<file path="config.mk">
export PLATFORM = sky130hd
export DESIGN_NAME = addsub_issue_ctrl_flat
export DESIGN_NICKNAME = d
export VERILOG_FILES = /design/src/rtl/addsub_issue_ctrl_if.sv /design/src/rtl/addsub_issue_ctrl.sv /design/src/flat_wrapper.sv
export SDC_FILE = /design/constraint.sdc
export NUM_CORES = 1
export LEC_CHECK = 0
export CAP_MARGIN = 20
export CORE_AREA = 4 4 160 162
export DETAILED_ROUTE_END_ITERATION = 16
export DIE_AREA = 0 0 164 166
export GPL_TIMING_DRIVEN = 0
export PLACE_DENSITY = 0.76
export SLEW_MARGIN = 20
export SYNTH_ARGS = -nofsm -noshare
export SYNTH_HDL_FRONTEND = slang
export SYNTH_SLANG_ARGS = --single-unit
</file>
<file path="constraint.sdc">
create_clock -name clk -period 7.1 [get_ports clk]
set_input_delay 1.42 -clock clk [delete_from_list [all_inputs] [get_ports clk]]
set_output_delay 1.42 -clock clk [all_outputs]
set_load 0.05 [all_outputs]
</file>
<file path="src/rtl/addsub_issue_ctrl_if.sv">
// Signals around the add/sub issue controller: request stream, result stream and unit port.
// master is the controller's view; slave is the dispatcher/consumer/unit view.
interface addsub_issue_ctrl_if #(
   parameter int PREC_LEN = 64,
   parameter int TAG_LEN  = 4
);
   logic                in_valid;
   logic                in_ready;
   logic [PREC_LEN-1:0] in_a;
   logic [PREC_LEN-1:0] in_b;
   logic                in_sub;
   logic [TAG_LEN-1:0]  in_tag;

   logic                out_valid;
   logic                out_ready;
   logic [PREC_LEN-1:0] out_result;
   logic [TAG_LEN-1:0]  out_tag;
   logic                out_timeout;

   logic                fu_enable;
   logic [PREC_LEN-1:0] fu_a;
   logic [PREC_LEN-1:0] fu_b;
   logic                fu_add_n;
   logic                fu_valid;
   logic [PREC_LEN-1:0] fu_result;

   modport master (
      input  in_valid, in_a, in_b, in_sub, in_tag, out_ready, fu_valid, fu_result,
      output in_ready, out_valid, out_result, out_tag, out_timeout,
             fu_enable, fu_a, fu_b, fu_add_n
   );

   modport slave (
      output in_valid, in_a, in_b, in_sub, in_tag, out_ready, fu_valid, fu_result,
      input  in_ready, out_valid, out_result, out_tag, out_timeout,
             fu_enable, fu_a, fu_b, fu_add_n
   );
endinterface

</file>
<file path="src/rtl/addsub_issue_ctrl.sv">
// Issue controller for the 2-cycle FP add/sub unit: one operation in flight,
// operands held stable, result (or timeout qNaN) returned on a valid/ready stream.
module addsub_issue_ctrl #(
   parameter int PREC_LEN = 64,
   parameter int TAG_LEN  = 4,
   parameter int TIMEOUT  = 8,
   parameter int CNT_LEN  = 16
) (
   input  logic                clk,
   input  logic                rst,
   addsub_issue_ctrl_if.master bus,
   output logic                busy,
   output logic [CNT_LEN-1:0]  done_cnt
);
   localparam int EXP_LEN = (PREC_LEN == 64) ? 11 :
                            (PREC_LEN == 32) ? 8  :
                            (PREC_LEN == 16) ? 5  : 15;
   localparam logic [PREC_LEN-1:0] ALL_ONES = '1;
   // Exponent all ones plus fraction MSB, sign clear.
   localparam logic [PREC_LEN-1:0] QNAN =
      (ALL_ONES >> (PREC_LEN - EXP_LEN - 1)) << (PREC_LEN - EXP_LEN - 2);
   localparam int TO_W = $clog2(TIMEOUT);
   localparam logic [TO_W-1:0] TO_LAST = TO_W'(TIMEOUT - 1);

   typedef enum logic [1:0] {S_IDLE, S_ISSUE, S_WAIT, S_DONE} state_t;

   state_t              state_q;
   logic [TO_W-1:0]     to_cnt_q;
   logic [TO_W-1:0]     to_cnt_d;
   logic [PREC_LEN-1:0] fu_a_q;
   logic [PREC_LEN-1:0] fu_b_q;
   logic                fu_add_n_q;
   logic                fu_enable_q;
   logic [TAG_LEN-1:0]  tag_q;
   logic                out_valid_q;
   logic [PREC_LEN-1:0] out_result_q;
   logic [TAG_LEN-1:0]  out_tag_q;
   logic                out_timeout_q;
   logic [CNT_LEN-1:0]  done_cnt_q;
   logic                in_ready_d;
   logic                accept_d;

   // In DONE the slot frees up the same cycle the consumer takes the result.
   assign in_ready_d = ~rst & ((state_q == S_IDLE) |
                               ((state_q == S_DONE) & bus.out_ready));
   assign accept_d   = in_ready_d & bus.in_valid;
   assign to_cnt_d   = to_cnt_q + 1'b1;

   always_ff @(posedge clk or posedge rst) begin
      if (rst) begin
         state_q       <= S_IDLE;
         to_cnt_q      <= '0;
         fu_a_q        <= '0;
         fu_b_q        <= '0;
         fu_add_n_q    <= 1'b0;
         fu_enable_q   <= 1'b0;
         tag_q         <= '0;
         out_valid_q   <= 1'b0;
         out_result_q  <= '0;
         out_tag_q     <= '0;
         out_timeout_q <= 1'b0;
         done_cnt_q    <= '0;
      end else begin
         fu_enable_q <= 1'b0;
         if (accept_d) begin
            fu_a_q     <= bus.in_a;
            fu_b_q     <= bus.in_b;
            fu_add_n_q <= bus.in_sub;
            tag_q      <= bus.in_tag;
         end
         case (state_q)
            S_IDLE: begin
               if (accept_d) begin
                  fu_enable_q <= 1'b1;
                  state_q     <= S_ISSUE;
               end
            end
            S_ISSUE: begin
               to_cnt_q <= '0;
               state_q  <= S_WAIT;
            end
            S_WAIT: begin
               to_cnt_q <= to_cnt_d;
               if (bus.fu_valid) begin
                  out_result_q  <= bus.fu_result;
                  out_timeout_q <= 1'b0;
                  out_tag_q     <= tag_q;
                  out_valid_q   <= 1'b1;
                  state_q       <= S_DONE;
               end else if (to_cnt_q == TO_LAST) begin
                  out_result_q  <= QNAN;
                  out_timeout_q <= 1'b1;
                  out_tag_q     <= tag_q;
                  out_valid_q   <= 1'b1;
                  state_q       <= S_DONE;
               end
            end
            S_DONE: begin
               if (bus.out_ready) begin
                  done_cnt_q  <= done_cnt_q + 1'b1;
                  out_valid_q <= 1'b0;
                  if (accept_d) begin
                     fu_enable_q <= 1'b1;
                     state_q     <= S_ISSUE;
                  end else begin
                     state_q <= S_IDLE;
                  end
               end
            end
            default: state_q <= S_IDLE;
         endcase
      end
   end

   assign bus.in_ready    = in_ready_d;
   assign bus.out_valid   = out_valid_q;
   assign bus.out_result  = out_result_q;
   assign bus.out_tag     = out_tag_q;
   assign bus.out_timeout = out_timeout_q;
   assign bus.fu_enable   = fu_enable_q;
   assign bus.fu_a        = fu_a_q;
   assign bus.fu_b        = fu_b_q;
   assign bus.fu_add_n    = fu_add_n_q;
   assign busy            = (state_q != S_IDLE);
   assign done_cnt        = done_cnt_q;
endmodule
</file>
<file path="src/flat_wrapper.sv">
// flat-port wrapper written by rule: the top's interface ports become plain ports
module addsub_issue_ctrl_flat 
#(
   parameter int PREC_LEN = 64,
   parameter int TAG_LEN  = 4,
   parameter int TIMEOUT  = 8,
   parameter int CNT_LEN  = 16
)
  (clk, rst, busy, done_cnt, bus_in_valid, bus_in_a, bus_in_b, bus_in_sub, bus_in_tag, bus_out_ready, bus_fu_valid, bus_fu_result, bus_in_ready, bus_out_valid, bus_out_result, bus_out_tag, bus_out_timeout, bus_fu_enable, bus_fu_a, bus_fu_b, bus_fu_add_n);
  addsub_issue_ctrl_if #(.PREC_LEN(PREC_LEN), .TAG_LEN(TAG_LEN)) bus_i ();
  input  logic clk;
  input  logic rst;
  output logic busy;
  output logic [CNT_LEN-1:0] done_cnt;
  input wire logic [$bits(bus_i.in_valid)-1:0] bus_in_valid;
  input wire logic [$bits(bus_i.in_a)-1:0] bus_in_a;
  input wire logic [$bits(bus_i.in_b)-1:0] bus_in_b;
  input wire logic [$bits(bus_i.in_sub)-1:0] bus_in_sub;
  input wire logic [$bits(bus_i.in_tag)-1:0] bus_in_tag;
  input wire logic [$bits(bus_i.out_ready)-1:0] bus_out_ready;
  input wire logic [$bits(bus_i.fu_valid)-1:0] bus_fu_valid;
  input wire logic [$bits(bus_i.fu_result)-1:0] bus_fu_result;
  output wire logic [$bits(bus_i.in_ready)-1:0] bus_in_ready;
  output wire logic [$bits(bus_i.out_valid)-1:0] bus_out_valid;
  output wire logic [$bits(bus_i.out_result)-1:0] bus_out_result;
  output wire logic [$bits(bus_i.out_tag)-1:0] bus_out_tag;
  output wire logic [$bits(bus_i.out_timeout)-1:0] bus_out_timeout;
  output wire logic [$bits(bus_i.fu_enable)-1:0] bus_fu_enable;
  output wire logic [$bits(bus_i.fu_a)-1:0] bus_fu_a;
  output wire logic [$bits(bus_i.fu_b)-1:0] bus_fu_b;
  output wire logic [$bits(bus_i.fu_add_n)-1:0] bus_fu_add_n;
  assign bus_i.in_valid = bus_in_valid;
  assign bus_i.in_a = bus_in_a;
  assign bus_i.in_b = bus_in_b;
  assign bus_i.in_sub = bus_in_sub;
  assign bus_i.in_tag = bus_in_tag;
  assign bus_i.out_ready = bus_out_ready;
  assign bus_i.fu_valid = bus_fu_valid;
  assign bus_i.fu_result = bus_fu_result;
  assign bus_in_ready = bus_i.in_ready;
  assign bus_out_valid = bus_i.out_valid;
  assign bus_out_result = bus_i.out_result;
  assign bus_out_tag = bus_i.out_tag;
  assign bus_out_timeout = bus_i.out_timeout;
  assign bus_fu_enable = bus_i.fu_enable;
  assign bus_fu_a = bus_i.fu_a;
  assign bus_fu_b = bus_i.fu_b;
  assign bus_fu_add_n = bus_i.fu_add_n;
  addsub_issue_ctrl #(.PREC_LEN(PREC_LEN), .TAG_LEN(TAG_LEN), .TIMEOUT(TIMEOUT), .CNT_LEN(CNT_LEN)) u_core (.clk(clk), .rst(rst), .bus(bus_i), .busy(busy), .done_cnt(done_cnt));
endmodule
</file>
**Word-level counts from Yosys, hierarchy flattened**

Cells that the tools add are included.
W data, S select, Z words.

- Input bits: 202
- Logic and storage cells: 54
- Output and inout port bits: 218
- Register bits: 225

- Bitwise logic cells: 5
- Equality and inequality tests: 7
- Reduce and logical (&&, ||, !) cells: 9
- Multiplexer cells: 19
- Add/subtract/negate cells: 2

Operators with widths:

| cell | number |
|---|---|
| $mux W64 | 2 |
| $add A16 B1 Y16 const B | 1 |
| $mux W2 | 4 |
| $mux W4 | 2 |
| $pmux W2 S4 | 1 |
| $reduce_bool A2 Y1 | 4 |
| $mux W1 | 7 |
| $pmux W3 S2 | 1 |
| $reduce_and A3 Y1 | 2 |
| $eq A2 B2 Y1 const B | 2 |
| $pmux W1 S2 | 2 |
| $reduce_and A2 Y1 | 2 |
| $add A3 B1 Y3 const B | 1 |
| $and A1 B1 Y1 | 3 |
| $eq A3 B3 Y1 const B | 1 |
| $ne A3 B2 Y1 const B | 1 |
| $eq A2 B1 Y1 const B | 1 |
| $logic_not A2 Y1 | 1 |
| $ne A2 B1 Y1 const B | 1 |
| $ne A2 B2 Y1 const B | 1 |
| $not A1 Y1 | 1 |
| $or A1 B1 Y1 | 1 |

**Depth between registers and ports, before layout**

Gate-level depths: netlist of the first run.

- Depth in word-level cells: 8
- Mapped depth: 8
- Depth with buffers taken out: 6

**Least setup slack after synthesis of the first run**

Ideal clock, no wire load.

- Kind: input to output
- Start: in bus_out_ready
- End: out bus_in_ready
- Buffers on the path: 1
- Required time: 5.680 ns
- Path slack: 3.311 ns
- Arrival: 2.369 ns
- Cell stages on the path: 4
- Cell sequence: and2_1 > buf_6 > nor2_8 > nor2_1

- Longest elaborated chain between the ends: 3

Ends and longest elaborated chain:

| what | line | text |
|---|---|---|
| start: declaration | flat_wrapper.sv:20 | `input wire logic [$bits(bus_i.out_ready)-1:0] bus_out_ready;` |
| $and A1 B1 Y1 | addsub_issue_ctrl.sv:45 | `((state_q == S_DONE) & bus.out_ready));` |
| $or A1 B1 Y1 | addsub_issue_ctrl.sv:44 | `assign in_ready_d = ~rst & ((state_q == S_IDLE) \|` |
| $and A1 B1 Y1 | addsub_issue_ctrl.sv:44 |  |
| end: declaration | flat_wrapper.sv:23 | `output wire logic [$bits(bus_i.in_ready)-1:0] bus_in_ready;` |

No other way between the ends.

**Worst setup path in the final report of the first run**

Same ends and word-level chain as after synthesis.

==> flow_summary.json, run 1 <==
{
  "initial_core_util_pct": 36.7,
  "place.gp.congestion": 0.784,
  "die_area_sq_um": 27200,
  "drive_gt1_share_pct": 19.8,
  "firstDrtPassIters": 4,
  "p_sw_share_pct": 45.6,
  "p_int_w": 0.00439,
  "via_per_inst": 4.71,
  "hold_class": "reg -> reg",
  "postCtsHoldBufs": 0,
  "clock-sinks": 225,
  "finalCriticalPeriod_ns": 4.60,
  "finalHoldViolations": 0,
  "worstSetupPathType": "in -> out",
  "netlist_area_sq_um": 8860,
  "num_rows": 57,
  "die_x_um": 164,
  "post_cts_buffers": 0,
  "io_buffers": 419,
  "slowest_stage": "clkdlybuf4s50_1",
  "fin_skew_ns": 0.0110,
  "ys_seq_area_share_pct": 63.6,
  "die_h_um": 166,
  "grt_pass1_vias": 6919,
  "final_nets": 1212,
  "cp-start-kind": "input pin",
  "rsz0062_at_grt": "false",
  "postLayoutSetupSlackWorst_ns": 2.50,
  "outcome": "complete, no violations",
  "grtUsageTotal_pct": 19.2,
  "wl_per_cell_um": 20.0,
  "gr-usage-met3_pct": 6.43,
  "pwr-share-seq_pct": 27.5,
  "crit_path_cell_trace": "clkdlybuf4s50_1, and2_1, buf_6, nor2_8, nor2_1, clkdlybuf4s50_1",
  "clk_path_buf_depth": 3,
  "slew_headroom_pct": 54.5,
  "fin_crit_sh_pct": 64.8,
  "vdd_drop_max_v": 0.000309,
  "maxSlewViolCount": 0,
  "yosysWarnings": 0,
  "critPathCaptureType": "primary output",
  "multi_input_area_sq_um": 2910,
  "antenna_found_initial": 1,
  "max_cap_violations": 0,
  "vias": 6339,
  "clkPwrFrac_pct": 15.7,
  "ys_ff_latch": 225,
  "grt_max_degree": 35,
  "cts.clk_slew.worst_paths_ns": 0.06,
  "slowest_delay_ns": 0.82,
  "critPathMostFrequentCell": "clkdlybuf4s50_1",
  "top_usage_layer": "met2",
  "grtUsageMet1_pct": 22.1,
  "cp_data_required_time_ns": 5.68,
  "crit_fanout": 5,
  "powerDensity_nw_per_um2": 560,
  "dp_hpwl_mm": 20.9,
  "cts_resized": 0,
  "fin_util_pct": 59.8,
  "clockRootBuffer": "clkbuf_16",
  "met2_usage_pct": 34.5,
  "ant_nets": 0,
  "cp.arrival_ns": 3.18,
  "insertion_delay_ns": 0.51,
  "leakage_nw": 6.17,
  "post-place-ws_ns": 2.50,
  "synth_nets": 759,
  "nFillCells": 1956,
  "p_switching_w": 0.00368,
  "clock.fmax_mhz": 217,
  "regArea_sq_um": 5630,
  "worstRegToRegCells": 6,
  "setup_viol_count_final": 0,
  "io_pins": 420,
  "finalSetupTns_ns": 0,
  "syn_to_final_growth_pct": 62.8,
  "first_iter_violations": 257,
  "power_frac_comb_pct": 56.8,
  "grt_pass1_wl_mm": 41.3,
  "core_area_sq_um": 24100,
  "tightest_slew_ns": 0.677,
  "ys_types": 33,
  "holdPathStages": 2,
  "cts_buffers": 25,
  "syn_avg_cell_area_sq_um": 16.1,
  "htree_levels": 1,
  "drc": 0,
  "routed_wl_mm": 27.0,
  "grt_overflow": 0,
  "synth_cells": 550,
  "cts_tree": "yes"
}
[kinds of logic (layout without fill, tap and decap cells)]
group,count (synthesis),in the layout,synth area share (%)
buffers and inverters,41,512,3.57
other,0,1,0
adder cells (fa/ha/maj),7,7,0.989
multiplexers,135,135,20.1
flip-flops,225,225,63.6
XOR/XNOR,15,15,1.48
AND/OR/NAND/NOR,52,52,3.16
AO/OA/AOI/OAI,75,75,7.09
[cell usage in the layout (no fill, tap or decap), types with 2 or more instances in the layout]
| cell type | netlist | final |
|---|---|---|
| a21oi_1 | 2 | 2 |
| a22o_1 | 52 | 52 |
| and2_1 | 3 | 3 |
| and4_1 | 3 | 3 |
| buf_12 | 8 | 15 |
| buf_2 | 2 | 2 |
| buf_4 | 6 | 6 |
| clkbuf_1 | 14 | 19 |
| clkbuf_16 | 0 | 25 |
| clkbuf_8 | 0 | 7 |
| clkdlybuf4s50_1 | 0 | 419 |
| clkinv_2 | 0 | 4 |
| clkinvlp_4 | 0 | 4 |
| dfrtp_1 | 225 | 225 |
| ha_1 | 7 | 7 |
| inv_1 | 10 | 9 |
| mux2_2 | 64 | 64 |
| mux2_4 | 70 | 70 |
| nand2_1 | 23 | 23 |
| nand3_1 | 6 | 6 |
| nand4_1 | 2 | 2 |
| nor2_1 | 6 | 6 |
| nor2_8 | 2 | 2 |
| nor3_1 | 3 | 3 |
| o21ai_0 | 5 | 5 |
| o22a_1 | 12 | 12 |
| xnor2_1 | 10 | 10 |
| xor2_1 | 5 | 5 |
[power groups by stage]
stage | logic, W | clock network (W) | registers (W)
5_1_grt | 0.00476 | 0.00136 | 0.00230
6_report | 0.00459 | 0.00127 | 0.00222
3_5_place_dp | 0.00461 | 0 | 0.00223
4_1_cts | 0.00463 | 0.00130 | 0.00222
2_1_floorplan | 0.00101 | 0 | 0.00421
3_3_place_gp | 0.00457 | 0 | 0.00220
[sequential cells by signal, summed over array words and instances (netlist names)]
signal                  count
u_core.bus.out_result      64
u_core.to_cnt_q             3
u_core.state_q              2
u_core.tag_q                4
u_core.bus.fu_add_n         1
u_core.bus.fu_a            64
u_core.bus.out_timeout      1
u_core.bus.fu_b            64
u_core.bus.out_tag          4
u_core.bus.fu_enable        1
u_core.bus.out_valid        1
u_core.done_cnt            16
[critical path: cells and delay by family]
kind          cells  cell delay (ns)
simple gates      3             0.29
buf+inv           3             1.46
[stage by stage]
stage          cell area (sq um)  hold slack [ns]  std cells  power (W)
6_report                   14400            0.464       1346    0.00807
5_1_grt                    14400            0.504       1346    0.00841
4_1_cts                    14400            0.465       1345    0.00816
3_5_place_dp               13600            0.461       1300    0.00685
3_3_place_gp               13500            0.451       1293    0.00677
2_1_floorplan               8860            0.435        550    0.00522
[layout make-up]
type / instances / area share, %
Clock buffer: 37 / 5.14
Sequential cell: 225 / 39.1
Timing Repair Buffer: 426 / 30.1
Inverter: 10 / 0.286
Clock inverter: 8 / 0.503
Multi-Input combinational cell: 284 / 20.2
Antenna cell: 1 / 0.0174
Buffer: 31 / 1.94
Tap cell: 324 / 2.81
[cells in the mapped netlist, drive strengths merged]
library cell  number  area share, %
nor3               3           0.17
nor2               8           0.71
nand4              2           0.14
a22o              52            5.1
clkbuf            14           0.59
ha                 7           0.99
xor2               5           0.49
a211o              1          0.099
a21oi              2           0.11
o21ai              6           0.34
inv               10           0.42
nand2             23           0.97
o2bb2ai            1          0.099
or2                1          0.071
nand2b             1          0.071
and2               3           0.21
and4b              1           0.11
dfrtp            225             64
xnor2             10           0.99
nand3              6           0.34
and3               1          0.071
o22a              12            1.2
and4               3           0.30
mux2i              1           0.11
a222oi             1           0.11
buf               17            2.6
mux2             134             20
[routing by layer]
| metal | routed length [um] | part of all wire [%] |
|---|---|---|
| met1 | 10000 | 37 |
| met2 | 13800 | 51 |
| met3 | 2550 | 9.4 |
| met4 | 629 | 2.3 |
| met5 | 0 | 0 |
[path summary, 6_finish.rpt]
check	startpoint	to	slack, ns
min	u_core.tag_q[3]$_DFFE_PP0P_	u_core.bus.out_tag[3]$_DFFE_PP0P_	0.46
max reg2reg	u_core.to_cnt_q[0]$_DFFE_PP0P_	u_core.bus.out_result[0]$_DFFE_PP0P_	4.84
min reg2reg	u_core.tag_q[3]$_DFFE_PP0P_	u_core.bus.out_tag[3]$_DFFE_PP0P_	0.46
max	bus_out_ready	bus_in_ready	2.50
max in group asynchronous	rst	u_core.bus.fu_a[43]$_DFFE_PP0P_	4.82
min in group asynchronous	rst	u_core.bus.out_result[13]$_DFFE_PP0P_	1.31
(Power assumes the default switching activity.)
==> run 2, diff against run 1 <==
--- a/config.mk
+++ b/config.mk
@@ -6,11 +6,11 @@
 export NUM_CORES = 1
 export LEC_CHECK = 0
 export CAP_MARGIN = 20
-export CORE_AREA = 4 4 160 162
+export CORE_AREA = 4 4 161 163
 export DETAILED_ROUTE_END_ITERATION = 16
-export DIE_AREA = 0 0 164 166
+export DIE_AREA = 0 0 165 167
 export GPL_TIMING_DRIVEN = 0
-export PLACE_DENSITY = 0.76
+export PLACE_DENSITY = 0.72
 export SLEW_MARGIN = 20
 export SYNTH_ARGS = -nofsm -noshare
 export SYNTH_HDL_FRONTEND = slang
==> constraint.sdc (replaced) <==
create_clock -name clk -period 4.5 [get_ports clk]
set_input_delay 0.9 -clock clk [delete_from_list [all_inputs] [get_ports clk]]
set_output_delay 0.9 -clock clk [all_outputs]
set_load 0.05 [all_outputs]
==> run 2 against run 1 <==
- final cell count is 0.22% higher
- clock-buffer cell count increased by 1
- first-iteration DRC count rose by 7.0%
- highest routed layer unchanged
- combinational power rose by 58%
- critical path type unchanged
==> flow_summary.json, run 2 (same netlist as run 1, synthesis figures left out) <==
{
  "outcome": "complete, no violations",
  "clock.fmax_mhz": 280,
  "finalCriticalPeriod_ns": 3.57,
  "p_int_w": 0.00701,
  "r2r_end": "u_core.bus.out_result[2]$_DFFE_PP0P_",
  "holdPathStages": 2,
  "cts_resized": 0,
  "core_area_sq_um": 24300,
  "maxSlewViolCount": 0,
  "postLayoutSetupSlackWorst_ns": 0.929,
  "finalHoldViolations": 0,
  "hold_class": "reg -> reg",
  "drc": 0,
  "final_cell_mix": "419 x clkdlybuf4s50_1, 225 x dfrtp_1, 70 x mux2_4",
  "io_pins": 420,
  "finalSetupTns_ns": 0,
  "die_h_um": 167,
  "layout.cells.non_filler": 1349,
  "critPathCaptureType": "primary output",
  "final_common_cell": "clkdlybuf4s50_1",
  "final_nets": 1214,
  "powerDensity_nw_per_um2": 886,
  "dp_hpwl_mm": 21.6,
  "routed_wl_mm": 28.1,
  "cts_buffers": 26,
  "ff2ff_setup_slack_ns": 2.02,
  "post_cts_buffers": 0,
  "p_switching_w": 0.00584,
  "ant_nets": 0,
  "clockRootBuffer": "clkbuf_16",
  "grt_overflow": 0,
  "postCtsHoldBufs": 0,
  "setup_viol_count_final": 0,
  "grtUsageTotal_pct": 19.6,
  "fin_crit_sh_pct": 79.4,
  "syn_to_final_growth_pct": 63.7,
  "htree_levels": 1,
  "power_frac_comb_pct": 56.4,
  "cp.arrival_ns": 2.67,
  "fin_skew_ns": 0.00957,
  "clk_path_buf_depth": 3,
  "hold-path-endpoint": "u_core.bus.out_tag[3]$_DFFE_PP0P_",
  "vdd_drop_max_v": 0.000576,
  "crit_fanout": 5,
  "antennaDiodeCount": 0,
  "slew_headroom_pct": 51.5,
  "first_iter_violations": 275,
  "final_area_sq_um": 14500,
  "worstRegToRegCells": 6,
  "pwr-share-seq_pct": 27.3,
  "antenna_found_initial": 0,
  "leakage_nw": 6.22,
  "wl_per_cell_um": 20.9,
  "tightest_slew_ns": 0.722,
  "die_area_sq_um": 27600,
  "initial_core_util_pct": 36.4,
  "max_cap_violations": 0,
  "vias": 6344,
  "cp-start-kind": "input pin",
  "fin_util_pct": 59.6,
  "insertion_delay_ns": 0.52,
  "grt_max_degree": 34,
  "grt_pass1_wl_mm": 41.8,
  "r2r-start": "u_core.to_cnt_q[0]$_DFFE_PP0P_",
  "clock-sinks": 225,
  "p_sw_share_pct": 45.5,
  "cts.clk_slew.worst_paths_ns": 0.05,
  "cp_data_required_time_ns": 3.60,
  "place_inst": 1301,
  "grt_pass1_vias": 6833,
  "dpl_cell_area_sq_um": 13600,
  "num_rows": 57,
  "io_buffers": 419,
  "worstSetupPathType": "in -> out",
  "hold_start": "u_core.tag_q[3]$_DFFE_PP0P_",
  "post-place-ws_ns": 0.918,
  "die_x_um": 165,
  "firstDrtPassIters": 6,
  "drive_gt1_share_pct": 20.2,
  "via_per_inst": 4.70,
  "clkPwrFrac_pct": 16.2,
  "place.gp.congestion": 0.757,
  "cts_tree": "yes",
  "rsz0062_at_grt": "false"
}
run 2: cell types whose count changed in the layout (fill, tap and decap cells not counted), sizes merged:
| cell | before | now |
|---|---|---|
| clkinv | 4 | 8 |
| buf | 24 | 25 |
| clkbuf | 51 | 52 |
| diode | 1 | 0 |
| clkinvlp | 4 | 2 |
run 2: critical path, stage by stage:
cell and delay, ns:
clkdlybuf4s50_1 0.53, and2_1 0.16, buf_6 0.13, nor2_8 0.05, nor2_1 0.09, clkdlybuf4s50_1 0.81
run 2: power groups by stage:
stage | Combinational [W] | Clock [W] | Sequential, W
detailed placement | 0.00730 | 0 | 0.00352
global placement | 0.00725 | 0 | 0.00349
finish | 0.00725 | 0.00209 | 0.00351
global route | 0.00754 | 0.00224 | 0.00362
floorplan | 0.00160 | 0 | 0.00664
CTS | 0.00734 | 0.00214 | 0.00351
run 2: worst max path at each step:
stage	start	to	slack [ns]	cells after the start
after floorplan	rst	u_core.bus.fu_a[0]$_DFFE_PP0P_	0.66	1
after global placement	rst	u_core.bus.fu_b[10]$_DFFE_PP0P_	-1.24	2
after detailed placement	bus_out_ready	bus_in_ready	0.92	6
after CTS	bus_out_ready	bus_in_ready	0.92	6
after global routing	bus_out_ready	bus_in_ready	0.87	6
final	bus_out_ready	bus_in_ready	0.93	6
run 2: stage by stage:
step	hold slack (ns)	total power, W
2_1_floorplan	0.435	0.00824
3_3_place_gp	0.450	0.0107
3_5_place_dp	0.454	0.0108
4_1_cts	0.468	0.0130
5_1_grt	0.478	0.0134
6_report	0.467	0.0129
run 2: final cells by class:
class,instances,area [sq um]
fillers,1889,9820
inverters,10,41.3
clock inverters,10,77.6
well taps,324,405
multi-input cells,284,2910
flip-flops and latches,225,5630
plain buffers,31,279
clock buffers,38,787
repair buffers,427,4370
run 2: per-layer routing:
metal	up-vias	global-route usage [%]	wire length, um
met5	-	0	0
met4	0	4.85	600
met3	40	8.03	3200
met2	301	33.6	13700
met1	3129	22.9	10600
li1	2874	-	-
